==> config.mk <==
export PLATFORM = sky130hd
export DESIGN_NAME = clk_period_monitor
export DESIGN_NICKNAME = d
export VERILOG_FILES = /design/src/rtl/clk_period_monitor.sv
export SDC_FILE = /design/constraint.sdc
export NUM_CORES = 1
export LEC_CHECK = 0
export BUFFER_PORTS_ARGS = -buffer_cell sky130_fd_sc_hd__buf_2
export CAP_MARGIN = 10
export CORE_ASPECT_RATIO = 1.75
export CORE_MARGIN = 2
export CORE_UTILIZATION = 25
export DETAILED_ROUTE_END_ITERATION = 8
export PLACE_DENSITY = 0.5
export SYNTH_ARGS = -nofsm -noshare
export SYNTH_HDL_FRONTEND = slang
export SYNTH_SLANG_ARGS = --single-unit
export TNS_END_PERCENT = 30
==> constraint.sdc <==
create_clock -name clk -period 1.75 [get_ports clk]
set_input_delay 0.0875 -clock clk [delete_from_list [all_inputs] [get_ports clk]]
set_output_delay 0.0875 -clock clk [all_outputs]
set_load 0.005 [all_outputs]
==> src/rtl/clk_period_monitor.sv <==
// Clock period monitor: measures the rise-to-rise period of an asynchronous inclk in clk cycles
// and locks when it stays near EXP_PERIOD. Define PERIOD_MON_DUTY_EN to also measure high time.
module clk_period_monitor #(
    parameter int unsigned SYNC_STAGES = 2,
    parameter int unsigned CNT_W       = 8,
    parameter int unsigned EXP_PERIOD  = 16,
    parameter int unsigned TOL         = 1,
    parameter int unsigned LOCK_COUNT  = 4,
    parameter int unsigned TIMEOUT     = 64
) (
    input  logic             clk,
    input  logic             rst,
    input  logic             inclk,
    output logic             rise_pulse,
    output logic             fall_pulse,
    output logic [CNT_W-1:0] period,
    output logic             period_valid,
    output logic [CNT_W-1:0] high_time,
    output logic             high_valid,
    output logic             locked,
    output logic             lost
);

    localparam int unsigned      MCNT_W   = $clog2(LOCK_COUNT + 1);
    localparam logic [CNT_W-1:0] CNT_MAX  = {CNT_W{1'b1}};
    localparam logic [CNT_W:0]   LO_BOUND = (EXP_PERIOD > TOL) ? (CNT_W+1)'(EXP_PERIOD - TOL) : '0;
    localparam logic [CNT_W:0]   HI_BOUND = (CNT_W+1)'(EXP_PERIOD + TOL);

    typedef enum logic [1:0] {
        IDLE   = 2'd0,
        ACQ    = 2'd1,
        LOCKED = 2'd2
    } state_t;

    logic [SYNC_STAGES-1:0] sync_q;
    logic [CNT_W-1:0]       cnt_q;
    logic [CNT_W-1:0]       period_meas_c;
    logic                   in_range_c;
    logic                   timeout_hit_c;

    state_t                 state_q, state_d;
    logic [MCNT_W-1:0]      mcnt_q, mcnt_d;
    logic [MCNT_W-1:0]      mcnt_inc_c;
    logic                   meas_en_c;
    logic                   lost_c;

    // Synchronizer; the edge pulses compare the stage pair one step early so they leave a register
    // with the same timing as a last-stage/delay-flop compare.
    always_ff @(posedge clk or negedge rst) begin
        if (!rst) begin
            sync_q     <= '0;
            rise_pulse <= 1'b0;
            fall_pulse <= 1'b0;
        end else begin
            sync_q     <= {sync_q[SYNC_STAGES-2:0], inclk};
            rise_pulse <= sync_q[SYNC_STAGES-2] & ~sync_q[SYNC_STAGES-1];
            fall_pulse <= ~sync_q[SYNC_STAGES-2] & sync_q[SYNC_STAGES-1];
        end
    end

    // Free-running cycle counter, restarted by every rise and saturating at all-ones
    always_ff @(posedge clk or negedge rst) begin
        if (!rst) begin
            cnt_q <= '0;
        end else if (rise_pulse) begin
            cnt_q <= '0;
        end else if (cnt_q != CNT_MAX) begin
            cnt_q <= cnt_q + CNT_W'(1);
        end
    end

    always_comb begin
        period_meas_c = (cnt_q == CNT_MAX) ? CNT_MAX : cnt_q + CNT_W'(1);
        in_range_c    = ({1'b0, period_meas_c} >= LO_BOUND) && ({1'b0, period_meas_c} <= HI_BOUND);
        timeout_hit_c = (cnt_q == CNT_W'(TIMEOUT));
        mcnt_inc_c    = mcnt_q + MCNT_W'(1);
    end

    // FSM state register
    always_ff @(posedge clk or negedge rst) begin
        if (!rst) begin
            state_q <= IDLE;
            mcnt_q  <= '0;
        end else begin
            state_q <= state_d;
            mcnt_q  <= mcnt_d;
        end
    end

    // Next state; a rise always wins over a coincident timeout
    always_comb begin
        state_d   = state_q;
        mcnt_d    = mcnt_q;
        meas_en_c = 1'b0;
        lost_c    = 1'b0;
        case (state_q)
            IDLE: begin
                if (rise_pulse) begin
                    state_d = ACQ;
                    mcnt_d  = '0;
                end
            end
            ACQ: begin
                if (rise_pulse) begin
                    meas_en_c = 1'b1;
                    if (in_range_c) begin
                        mcnt_d = mcnt_inc_c;
                        if (mcnt_inc_c >= MCNT_W'(LOCK_COUNT)) begin
                            state_d = LOCKED;
                        end
                    end else begin
                        mcnt_d = '0;
                    end
                end else if (timeout_hit_c) begin
                    lost_c  = 1'b1;
                    state_d = IDLE;
                    mcnt_d  = '0;
                end
            end
            LOCKED: begin
                if (rise_pulse) begin
                    meas_en_c = 1'b1;
                    if (!in_range_c) begin
                        state_d = ACQ;
                        mcnt_d  = '0;
                    end
                end else if (timeout_hit_c) begin
                    lost_c  = 1'b1;
                    state_d = IDLE;
                    mcnt_d  = '0;
                end
            end
            default: begin
                state_d = IDLE;
                mcnt_d  = '0;
            end
        endcase
    end

    // Registered status outputs; locked tracks the state entered on this edge
    always_ff @(posedge clk or negedge rst) begin
        if (!rst) begin
            period       <= '0;
            period_valid <= 1'b0;
            locked       <= 1'b0;
            lost         <= 1'b0;
        end else begin
            period_valid <= meas_en_c;
            locked       <= (state_d == LOCKED);
            lost         <= lost_c;
            if (meas_en_c) begin
                period <= period_meas_c;
            end
        end
    end

`ifdef PERIOD_MON_DUTY_EN
    logic [CNT_W-1:0] hcnt_q;
    logic             harm_q;

    // High-time counter: armed by a rise, sampled by the following fall
    always_ff @(posedge clk or negedge rst) begin
        if (!rst) begin
            hcnt_q     <= '0;
            harm_q     <= 1'b0;
            high_time  <= '0;
            high_valid <= 1'b0;
        end else begin
            high_valid <= 1'b0;
            if (rise_pulse) begin
                hcnt_q <= '0;
                harm_q <= 1'b1;
            end else begin
                if (hcnt_q != CNT_MAX) begin
                    hcnt_q <= hcnt_q + CNT_W'(1);
                end
                if (fall_pulse && harm_q) begin
                    high_time  <= (hcnt_q == CNT_MAX) ? CNT_MAX : hcnt_q + CNT_W'(1);
                    high_valid <= 1'b1;
                    harm_q     <= 1'b0;
                end
            end
        end
    end
`else
    assign high_time  = '0;
    assign high_valid = 1'b0;
`endif

endmodule

### Word level (Yosys, flattened, before mapping)

Index checks and enable logic that the tools add are counted.

| operators by class | value |
|---|---|
| shift-type cells | 0 |
| $mul | 0 |
| add/sub/neg operators | 2 |
| eq/ne operators | 8 |
| $lt $le $gt $ge | 3 |
| bitwise operators | 4 |
| reductions and logical operators | 5 |
| muxes and demuxes | 23 |
| div/mod/pow operators | 0 |

Operators with widths:

| operator | number |
|---|---|
| $mux W8 | 3 |
| $mux W3 | 6 |
| $mux W2 | 7 |
| $pmux W3 S3 | 1 |
| $add A8 B1 Y8 const B | 1 |
| $eq A8 B7 Y1 const B | 1 |
| $eq A8 B8 Y1 const B | 1 |
| $ge A8 B4 Y1 const B | 1 |
| $le A8 B5 Y1 const B | 1 |
| $ne A8 B8 Y1 const B | 1 |
| $pmux W2 S3 | 1 |
| $mux W1 | 5 |
| $eq A2 B2 Y1 const B | 2 |
| $add A3 B1 Y3 const B | 1 |
| $ge A3 B3 Y1 const B | 1 |
| $ne A3 B3 Y1 const B | 1 |
| $and A1 B1 Y1 | 2 |
| $eq A2 B1 Y1 const B | 1 |
| $logic_not A2 Y1 | 1 |
| $ne A2 B2 Y1 const B | 1 |
| $not A1 Y1 | 2 |
| $reduce_and A2 Y1 | 1 |
| $reduce_bool A2 Y1 | 1 |
| $reduce_or A2 Y1 | 1 |
| $logic_and A1 B1 Y1 | 1 |

| word-level totals | value |
|---|---|
| latch bits | 0 |
| flip-flop bits (word level) | 28 |
| memories | 0 |
| output and inout port bits | 22 |
| memory bits (writable) | 0 |
| input port bits | 3 |
| bits in read-only memories | 0 |

### Longest topological paths before layout

| logic depth | value |
|---|---|
| depth after elaboration | 8 |
| gate-level depth with buffers | 8 |
| mapped depth without buffers | 7 |

### Least setup slack after synthesis

No wires, ideal clock.

| timing path | value |
|---|---|
| kind | flip-flop to flip-flop |
| from | register cnt_q[0] |
| to | register mcnt_q[1] |
| path slack | -0.148 ns |
| arrival | 1.776 ns |
| stages on the path, launching flop included | 8 |
| required time | 1.628 ns |
| library setup time | 0.122 ns |
| cell sequence | dfrtp_1 -> ha_1 -> buf_2 -> xor2_1 -> and4_1 -> o31ai_2 -> nor3_1 -> a32o_1 |

| between the ends | value |
|---|---|
| word-level cells in the longest chain between the ends | 7 |
| elaborated cells between the ends (all ways) | 14 |

RTL lines:

| element | line | RTL |
|---|---|---|
| start, declared | 36 | `logic [CNT_W-1:0] cnt_q;` |
| start signal, assigned | 68 | `cnt_q <= cnt_q + CNT_W'(1);` |
| $add A8 B1 Y8 or $eq A8 B8 Y1 (tied branches) | 73 | `period_meas_c = (cnt_q == CNT_MAX) ? CNT_MAX : cnt_q + CNT_W'(1);` |
| $mux W8 | 73 |  |
| $ge A8 B4 Y1 or $le A8 B5 Y1 (tied branches) | 74 | `in_range_c = ({1'b0, period_meas_c} >= LO_BOUND) && ({1'b0, period_meas_c} <= HI_BOUND);` |
| $logic_and A1 B1 Y1 | 74 |  |
| $mux W3 | 106 | `if (in_range_c) begin` |
| $mux W3 | 104 | `if (rise_pulse) begin` |
| $pmux W3 S3 | 96 | `case (state_q)` |
| end signal, assigned | 86 | `mcnt_q <= mcnt_d;` |
| end, declared | 42 | `logic [MCNT_W-1:0] mcnt_q, mcnt_d;` |

Several ways; a longest one is shown, not always the timed one.
A chain may end at the register's enable or synchronous reset.

### Final worst setup path

| timing path | value |
|---|---|
| from | register cnt_q[1] |
| to | register locked |

| between the ends | value |
|---|---|
| word-level cells in the longest chain between the ends | 8 |
| elaborated cells between the ends (all ways) | 14 |

RTL lines:

| element | line | RTL |
|---|---|---|
| $add A8 B1 Y8 or $eq A8 B8 Y1 (tied branches) | 73 |  |
| $mux W8 | 73 |  |
| $ge A8 B4 Y1 or $le A8 B5 Y1 (tied branches) | 74 |  |
| $logic_and A1 B1 Y1 | 74 |  |
| $mux W2, on equally long branches | 123, 106 |  |
| $mux W2, on equally long branches | 121, 104 |  |
| $pmux W2 S3 (*) | 96 |  |
| $eq A2 B2 Y1 (*) | 149 | `locked <= (state_d == LOCKED);` |
| end signal, assigned | 149 |  |
| end, declared | 20 | `output logic locked,` |

Mark *: on every way between the ends. The rest lies on a longest branch, timed or not.

==> out/metrics.yaml <==
status:
  status: "finished, violations left"
  violations: "setup timing"
clocking:
  post_cts_buffers: 0
  cts.sinks: 28
  h-tree-depth: 1
  clk_transition_reported_paths_ns: 0.09
  clock_path_buffers: 2
  cts_tree: "built"
  numCtsBuffers: 3
  cts_root_buf: "clkbuf_8"
  clock_latency_ns: 0.28
timing:
  finalHoldViolations: 0
  period_needed_ns: 1.87
  rsz0062_at_grt: "true"
  finalSetupViolCount: 4
  slew_headroom_pct: 59.1
  max_slew.worst_pin.slew_ns: 0.614
  period_share_pct: 107
  max_freq_mhz: 536
  worst_slack_ns: -0.115
  fin_skew_ns: 0.00483
  drv_slew: 0
setup_path:
  endpoint_kind: "flip-flop"
  crit_start: "cnt_q[1]"
  crit_fanout: 4
  crit_type: "flip-flop to flip-flop"
  r2r-end: "locked"
  worstReg2RegStart: "cnt_q[1]"
  reg2reg_slack_ns: -0.12
  crit_path_end: "locked"
  reg2regPathDepth: 6
  cp_data_arrival_time_ns: 2.07
  critical_path_required_ns: 1.96
  critPathLaunchType: "flip-flop"
floorplan:
  core_area_um2: 5930
  row_count: 37
  initial_utilization_pct: 26.0
  die_x_um: 63.3
  dieArea_um2: 6820
  die_y_um: 108
  ioPinCount: 25
worst_hold_path:
  hp-class: "input port to asynchronous set/reset pin"
power:
  power_density_nw_per_um2: 873
  p_leak_nw: 0.937
  comb_power_share_pct: 23.5
  p_int_w: 0.00123
  p_switching_w: 0.000489
  swShare_pct: 28.5
  seq_power_share_pct: 46.6
  clock_power_share_pct: 30.0
  peakVddDrop_v: 0.000501
synthesis:
  synth_top_area_share_pct: 45.5
  synth_largest_area_cell: "dfrtp_1"
  ys_async_sr_fraction_pct: 100
  synth_ff_type: "dfrtp_1"
  postSynthCellCount: 162
  ys_ff_latch: 28
  syn-cell-area_um2: 1540
  synth_area_leaders: "dfrtp_1 (46%), ha_1 (5.7%), nor2_1 (5.6%), buf_4 (4.4%), nand2_1 (4.4%)"
  ys_warn_count: 0
  yosysSeqAreaShare_pct: 45.5
  synth_edf_count: 0
  syn_area_per_cell_um2: 9.50
  ys_types: 43
global_route:
  antenna_found_initial: 0
  grt_pass1_wl_um: 5820
  grt_use_total_pct: 11.1
  grt_use_met2_pct: 22.3
  gr-total-overflow: 0
  gr-usage-met1_pct: 10.2
  grt_busiest_layer: "met2"
  grt_pass1_vias: 1271
  grtUsageMet3_pct: 0.941
  grt_max_degree: 29
cells_and_area:
  fin_cells: 279
  post-route-util_pct: 33.2
  antennaDiodeCount: 0
  most-common-layout-cells: "dfrtp_1 (28), buf_4 (25), nor2_1 (23), nand2_1 (18), buf_2 (15)"
  layout_commonest_cell: "dfrtp_1"
  areaGrowthSynthToFinish_pct: 27.7
  nNetsFinal: 212
  drive_above_1_share_pct: 30.8
place:
  place_congestion: 0.849
  dp_slack_ns: -0.145
  dp_hpwl_um: 2780
  port_buffers: 15
  dp.cells: 273
drt:
  first_pass_iters: 4
  drt_first_iter_violations: 31
  totalWireLength_um: 3500
  drt_drc_violations_left: 0
  postRouteAntennaNets: 0
  via_per_inst: 4.48
  wl_per_cell_um: 12.5
  dr_total_vias: 1250
run:
  maxCapViolCount: 0
[cells by family after synthesis]
family | Yosys count | synth area share (%)
flops | 28 | 45.5
buf+inv | 22 | 7.89
other cells | 1 | 0.244
xor+xnor | 3 | 1.71
simple gates | 64 | 19.8
fa+ha+maj | 7 | 5.69
compound gates | 35 | 17.7
mux | 2 | 1.38
[Yosys cell counts (2+ instances only)]
library cell	count
a22o_1	3
a31oi_1	3
and3_1	2
buf_2	4
buf_4	9
clkbuf_1	2
dfrtp_1	28
ha_1	7
inv_1	7
nand2_1	18
nand3_1	2
nand4_1	2
nor2_1	23
nor2b_1	3
nor3_1	5
o21ai_0	13
o41ai_2	2
or2_2	3
xor2_1	2
[power by group through the flow]
stage	logic [W]	clock network [W]	registers, W
after CTS	0.000408	0.000533	0.000798
after global routing	0.000455	0.000546	0.000815
after floorplan	0.000264	0	0.000790
after detailed placement	0.000402	0	0.000807
final	0.000403	0.000515	0.000799
after global placement	0.000399	0	0.000804
[worst min path at each step]
stage	slack (ns)	endpoint	from
6_report	0.35	sync_q[0]	rst
5_1_grt	0.40	sync_q[0]	rst
4_1_cts	0.36	period[1]	rst
3_5_place_dp	0.15	sync_q[0]	rst
3_3_place_gp	0.15	period_valid	rst
2_1_floorplan	-0.21	cnt_q[0]	rst
[sequential cells by signal (all words and copies together), names as in the netlist]
register      flops
cnt_q             8
period            8
mcnt_q            3
state_q           2
sync_q            2
fall_pulse        1
locked            1
lost              1
period_valid      1
rise_pulse        1
[routing by layer]
layer / share of wire [%] / up-vias
met5: 0 / -
met2: 60 / 15
met4: 3.1 / 0
li1: - / 622
met1: 35 / 606
met3: 1.2 / 7
[worst max-delay path, cell delays in order (launching register included)]
cell	delay, ns
dfrtp_1	0.42
ha_2	0.25
xor2_1	0.19
and4_1	0.26
o31ai_4	0.10
a2111o_1	0.38
a211oi_2	0.18
[per-stage QoR]
| step | hold slack [ns] | setup TNS [ns] | area (um^2) | power, W |
|---|---|---|---|---|
| after global placement | 0.145 | -0.335 | 1860 | 0.00120 |
| after global routing | 0.398 | -2.07 | 1970 | 0.00182 |
| final | 0.351 | -0.313 | 1970 | 0.00172 |
| after detailed placement | 0.148 | -0.493 | 1860 | 0.00121 |
| after CTS | 0.362 | -0.327 | 1950 | 0.00174 |
| after floorplan | -0.208 | -0.289 | 1590 | 0.00105 |
[area by class of cell]
| type | count | area [um^2] |
|---|---|---|
| fill | 658 | 3960 |
| multi-input combinational | 120 | 787 |
| sequential | 28 | 701 |
| timing repair buffer | 42 | 283 |
| tap | 78 | 97.6 |
| clock buffer | 3 | 41.3 |
| clock inverter | 1 | 30.0 |
| inverter | 7 | 26.3 |
[what timing repair did]
action,CTS,global route
pin swaps,2,4
endpoints found under the hold margin,29,0
hold buffers,2,0
resized for setup,3,4
endpoints found under the setup margin,9,16
cloned,0,0
Note: power is estimated with default switching activity, not from simulation.
